--- config.mk ---
export PLATFORM = sky130hd
export DESIGN_NAME = interrupt_controller
export DESIGN_NICKNAME = d
export VERILOG_FILES = /design/src/rtl/int_ctrl_pkg.sv /design/src/rtl/irq_sync.sv /design/src/rtl/interrupt_controller.sv
export SDC_FILE = /design/constraint.sdc
export NUM_CORES = 1
export LEC_CHECK = 0
export CAP_MARGIN = 20
export CORE_MARGIN = 2
export CORE_UTILIZATION = 50
export CTS_CLUSTER_DIAMETER = 150
export DETAILED_ROUTE_END_ITERATION = 8
export GPL_ROUTABILITY_DRIVEN = 0
export PLACE_DENSITY = 0.82
export SLEW_MARGIN = 10
export SYNTH_ARGS = -nofsm -noshare
export SYNTH_HDL_FRONTEND = slang
export SYNTH_SLANG_ARGS = --single-unit
--- constraint.sdc ---
create_clock -name CLK -period 4.3 [get_ports CLK]
set_clock_uncertainty 0.05 [all_clocks]
set_input_delay 0.43 -clock CLK [delete_from_list [all_inputs] [get_ports CLK]]
set_output_delay 0.43 -clock CLK [all_outputs]
set_load 0.01 [all_outputs]
--- src/rtl/int_ctrl_pkg.sv ---
// int_ctrl_pkg: shared types, register offsets and priority encoder for interrupt_controller
package int_ctrl_pkg;

    typedef enum logic [1:0] {
        IDLE    = 2'd0,
        REQ     = 2'd1,
        SERVICE = 2'd2
    } state_t;

    localparam logic [1:0] OFS_MASK = 2'd0;
    localparam logic [1:0] OFS_PEND = 2'd1;
    localparam logic [1:0] OFS_ID   = 2'd2;
    localparam logic [1:0] OFS_TRIG = 2'd3;

    // Lowest set bit wins; an all-zero vector yields index 0.
    function automatic logic [2:0] prio_enc(input logic [7:0] v);
        prio_enc = 3'd0;
        for (int i = 7; i >= 0; i--)
            if (v[i]) prio_enc = 3'(i);
    endfunction

endpackage

--- src/rtl/irq_sync.sv ---
// irq_sync: 2-flop synchroniser plus rising-edge detector per bit
//   clk, rst_n         clock, async active-low reset
//   d_i[W]             asynchronous inputs
//   sync_level[W]      synchronised level
//   rise[W]            one-cycle pulse on a synchronised 0->1 transition
module irq_sync #(
    parameter int W = 8
) (
    input  logic         clk,
    input  logic         rst_n,
    input  logic [W-1:0] d_i,
    output logic [W-1:0] sync_level,
    output logic [W-1:0] rise
);
    logic [W-1:0] meta_q, sync_q, prev_q;

    always_ff @(posedge clk or negedge rst_n)
        if (!rst_n) begin
            meta_q <= '0;
            sync_q <= '0;
            prev_q <= '0;
        end else begin
            meta_q <= d_i;
            sync_q <= meta_q;
            prev_q <= sync_q;
        end

    assign sync_level = sync_q;
    assign rise       = sync_q & ~prev_q;
endmodule

--- src/rtl/interrupt_controller.sv ---
// interrupt_controller: prioritising 8-source interrupt controller for the RAT MCU
//   CLK, RESET_N        clock, async active-low reset
//   IRQ[NUM_SRC]        raw asynchronous peripheral requests
//   INT_ACK             interrupt-cycle pulse from the control unit
//   PORT_ID, OUT_PORT, IO_STRB   IO bus write side
//   INT                 registered request to the control unit
//   IN_DATA, IN_HIT     combinational IO read data and address hit
//   Registers at BASE_ADDR+0 MASK, +1 PENDING (W1C), +2 ID/EOI, +3 TRIG or reserved.
//   Define INT_CTRL_LEVEL_TRIG_EN to build the per-source level-trigger (TRIG) register.
module interrupt_controller
    import int_ctrl_pkg::*;
#(
    parameter int          NUM_SRC   = 8,
    parameter logic [7:0]  BASE_ADDR = 8'h30
) (
    input  logic               CLK,
    input  logic               RESET_N,
    input  logic [NUM_SRC-1:0] IRQ,
    input  logic               INT_ACK,
    input  logic [7:0]         PORT_ID,
    input  logic [7:0]         OUT_PORT,
    input  logic               IO_STRB,
    output logic               INT,
    output logic [7:0]         IN_DATA,
    output logic               IN_HIT
);
    localparam logic [7:0] SRC_MASK = 8'((9'd1 << NUM_SRC) - 9'd1);

    logic [NUM_SRC-1:0] lvl_n, rise_n;
    logic [7:0]         lvl, rise, pm, trig, ack_clr, w1c;
    logic [7:0]         mask_q, mask_d, pend_q, pend_d, ofs;
    logic [2:0]         id_q, id_d, win;
    state_t             state_q, state_d;
    logic               hit, wr, take, eoi;
    logic [1:0]         sel;

    irq_sync #(.W(NUM_SRC)) u_sync (
        .clk        (CLK),
        .rst_n      (RESET_N),
        .d_i        (IRQ),
        .sync_level (lvl_n),
        .rise       (rise_n)
    );

    assign lvl  = 8'(lvl_n);
    assign rise = 8'(rise_n);

    // Wrapping subtraction makes the hit test independent of BASE_ADDR alignment.
    assign ofs  = PORT_ID - BASE_ADDR;
    assign hit  = ofs < 8'd4;
    assign sel  = ofs[1:0];
    assign wr   = IO_STRB && hit;
    assign pm   = pend_q & mask_q;
    assign win  = prio_enc(pm);
    assign take = (state_q == REQ) && INT_ACK;
    assign eoi  = wr && (sel == OFS_ID);

    // ACK only clears a bit that is genuinely pending and enabled.
    assign ack_clr = take ? (8'(8'd1 << win) & pm) : 8'h00;
    assign w1c     = (wr && sel == OFS_PEND) ? OUT_PORT : 8'h00;

    // New edges are OR-ed in after the clears so a same-cycle set wins.
    assign pend_d  = ((trig & lvl) | (~trig & ((pend_q & ~w1c & ~ack_clr) | rise))) & SRC_MASK;
    assign mask_d  = (wr && sel == OFS_MASK) ? (OUT_PORT & SRC_MASK) : mask_q;
    assign id_d    = take ? win : id_q;

    always_comb
        state_d = (state_q == IDLE) ? ((|pm) ? REQ : IDLE) :
                  (state_q == REQ)  ? (INT_ACK ? SERVICE : ((|pm) ? REQ : IDLE)) :
                                      (eoi ? IDLE : SERVICE);

    always_ff @(posedge CLK or negedge RESET_N)
        if (!RESET_N) begin
            state_q <= IDLE;
            mask_q  <= 8'h00;
            pend_q  <= 8'h00;
            id_q    <= 3'd0;
        end else begin
            state_q <= state_d;
            mask_q  <= mask_d;
            pend_q  <= pend_d;
            id_q    <= id_d;
        end

`ifdef INT_CTRL_LEVEL_TRIG_EN
    logic [7:0] trig_q;

    always_ff @(posedge CLK or negedge RESET_N)
        if (!RESET_N) trig_q <= 8'h00;
        else if (wr && sel == OFS_TRIG) trig_q <= OUT_PORT & SRC_MASK;

    assign trig = trig_q;
`else
    assign trig = 8'h00;
`endif

    // INT is a decode of the state register, so it is glitch-free and registered.
    assign INT     = (state_q == REQ);
    assign IN_HIT  = hit;
    assign IN_DATA = !hit             ? 8'h00 :
                     (sel == OFS_MASK) ? mask_q :
                     (sel == OFS_PEND) ? pend_q :
                     (sel == OFS_ID)   ? {5'b0, id_q} : trig;
endmodule

==> impl_metrics.ini <==
[die]
die_w_um = 64.7
dieArea_sq_um = 4180
num_rows = 22
die_y_um = 64.7
core-area_sq_um = 3610
start_util_pct = 51.1
ioPinCount = 38

[drt]
wire_per_inst_um = 14.5
vias = 1324
totalWireLength_um = 3540
drc = 0
first_pass_iters = 4
drt-initial-drc-count = 66
vias_per_cell = 5.45
antenna_left = 0

[finish]
antennaDiodeCount = 0
drive_gt1_share_pct = 11.3
fin_nets = 222
final.fill_count = 281
syn2layout_area_growth_pct = 28.1

[clocking]
cts_buffers = 5
clock_path_buffers = 2
cts-root-buf = clkbuf_8
cts_tree = done
clk_pin_slew_worst_paths_ps = 80
clock_latency_ps = 300
cts_sinks = 45
cts_resized = 0
hold_buffers = 0
htree_levels = 2
post_cts_buffers = 0

[logic_synthesis]
synth_ff_type = dfrtp_1
netlist_top_cells_area = dfrtp_1 (61%), mux2_2 (5.5%), mux2i_1 (4.3%)
synth_edf_count = 0
yosysWarnings = 0
yosys-top-cells-count = dfrtp_1 (45), nand2_1 (18), nor2_1 (14)
ys_ff_latch = 45
syn-num-nets = 179
syn_area_per_cell_sq_um = 12.2
yosysSeqAreaShare_pct = 61.1
async_flop_share_pct = 100
syn_area_sq_um = 1840
synth_top_area_cell = dfrtp_1
yosysMostFrequentCell = dfrtp_1
synth_top_area_share_pct = 61.1
synth_cell_types = 33
synth_cells = 151

[power]
power.density_nw_per_um2 = 351
leakage_uw = 0.000996
ir_worst_vdd_v = 0.000312

[global_route]
antenna_found_initial = 0
grt_pass1_vias = 1334
grt_pass1_wl_um = 6160
grt_start_max_net_pins = 46
grt_use_total_pct = 19.7
grt_overflow = 0

[sta]
worstMarginPinSlew_ps = 941
hold_violations = 0
clock.fmax_mhz = 352
tns_ps = 0
finalCriticalPeriod_ps = 2840
slew_viol_final = 0
rsz0062_at_grt = no
fin_ws_ps = 1460
setup_viol = 0
slew_headroom_pct = 37.3
post-route-period-util_pct = 66.0

[run_status]
status = completed

[setup_path]
crit_top_cell = clkdlybuf4s50_1
worstPathMaxFanout = 6
cp.required_ps = 3820
slowest_stage = clkdlybuf4s50_1
critPathArrivalTime_ps = 2360
crit_type = input port to output pin
crit_chain = clkdlybuf4s50_1, or3_4, or2_1, nor2_1, clkdlybuf4s50_1
startpoint_type = input port
end_kind = output pin
slowest_delay_ps = 540

[min_path]
min_path_type = input port to async pin

[run]
drv_cap = 0

[placed_design]
io_buffers = 37
pre_cts_ws_ps = 1460
dp_hpwl_um = 2610
[sequential cells by signal (all words and copies together), names as in the netlist]
| name | flops |
|---|---|
| pend_q | 8 |
| u_sync.sync_level | 8 |
| mask_q | 8 |
| id_q | 3 |
| u_sync.meta_q | 8 |
| state_q | 2 |
| u_sync.prev_q | 8 |
[power by group]
part / total (uW) / switching [uW] / leakage (uW) / internal [uW]
Sequential: 466 / 18.1 / 0.000525 / 448
Clock: 271 / 141 / 0.0000512 / 130
Combinational: 90.0 / 40.2 / 0.000420 / 49.8
Total: 827 / 199 / 0.000996 / 628
[per-layer routing]
layer  share of wire, %  global-route usage (%)
met5                  0                       0
met1                 44                    24.8
met2                 47                    31.6
met4                1.6                    8.24
met3                6.7                    6.25
[layout make-up]
type / instances / area, sq um / area share [%]
Clock buffer: 6 / 82.6 / 3.50
Timing Repair Buffer: 37 / 365 / 15.5
Inverter: 7 / 26.3 / 1.11
Sequential cell: 45 / 1130 / 47.7
Multi-Input combinational cell: 98 / 684 / 29.0
Tap cell: 48 / 60.1 / 2.55
Clock inverter: 2 / 13.8 / 0.584
[critical path: cells and delay by family]
| family | cells | cell delay (ps) |
|---|---|---|
| AND/OR/NAND/NOR | 3 | 890 |
| buffers and inverters | 2 | 1030 |
[kinds of logic (layout without fill, tap and decap cells)]
| group | Yosys count | count (layout) | share of synthesized area (%) |
|---|---|---|---|
| buf+inv | 8 | 52 | 1.70 |
| simple gates | 54 | 54 | 15.5 |
| compound gates | 27 | 27 | 11.8 |
| flops | 45 | 45 | 61.1 |
| mux | 17 | 17 | 9.85 |
[final timing paths]
kind,from,end,slack [ps],cells past startpoint
worst max-delay path,PORT_ID[1],IN_DATA[5],1460,5
worst min-delay path,RESET_N,u_sync.prev_q[6]$_DFF_PN0_,220,1
worst max register to register,mask_q[3]$_DFFE_PN0P_,pend_q[6]$_DFF_PN0_,2580,4
worst min register to register,u_sync.meta_q[0]$_DFF_PN0_,u_sync.sync_level[0]$_DFF_PN0_,300,0
max in group asynchronous,RESET_N,mask_q[3]$_DFFE_PN0P_,3400,1
min in group CLK,u_sync.meta_q[0]$_DFF_PN0_,u_sync.sync_level[0]$_DFF_PN0_,300,0
[per-stage QoR]
stage | utilization [%] | power, uW | area [sq um] | instances | hold slack, ps
global route | 65.4 | 868 | 2360 | 243 | 306
CTS | 65.4 | 832 | 2360 | 243 | 260
global placement | 62.7 | 562 | 2260 | 235 | 283
detailed placement | 62.7 | 565 | 2260 | 235 | 285
floorplan | - | 515 | 1840 | 151 | 84.4
finish | 65.4 | 827 | 2360 | 243 | 222
[cells in the final DEF (no fill, tap or decap), types with 2 or more instances in the layout]
cell type,count
a21boi_0,3
a21oi_1,5
a22o_1,5
a2bb2oi_1,2
a32o_1,6
clkbuf_8,6
clkdlybuf4s50_1,36
dfrtp_1,45
inv_1,7
mux2_2,9
mux2i_1,8
nand2_1,18
nand3_1,2
nand3b_1,2
nand4_1,2
nor2_1,14
nor2b_1,5
No activity file was read; power rests on OpenSTA's default activity.
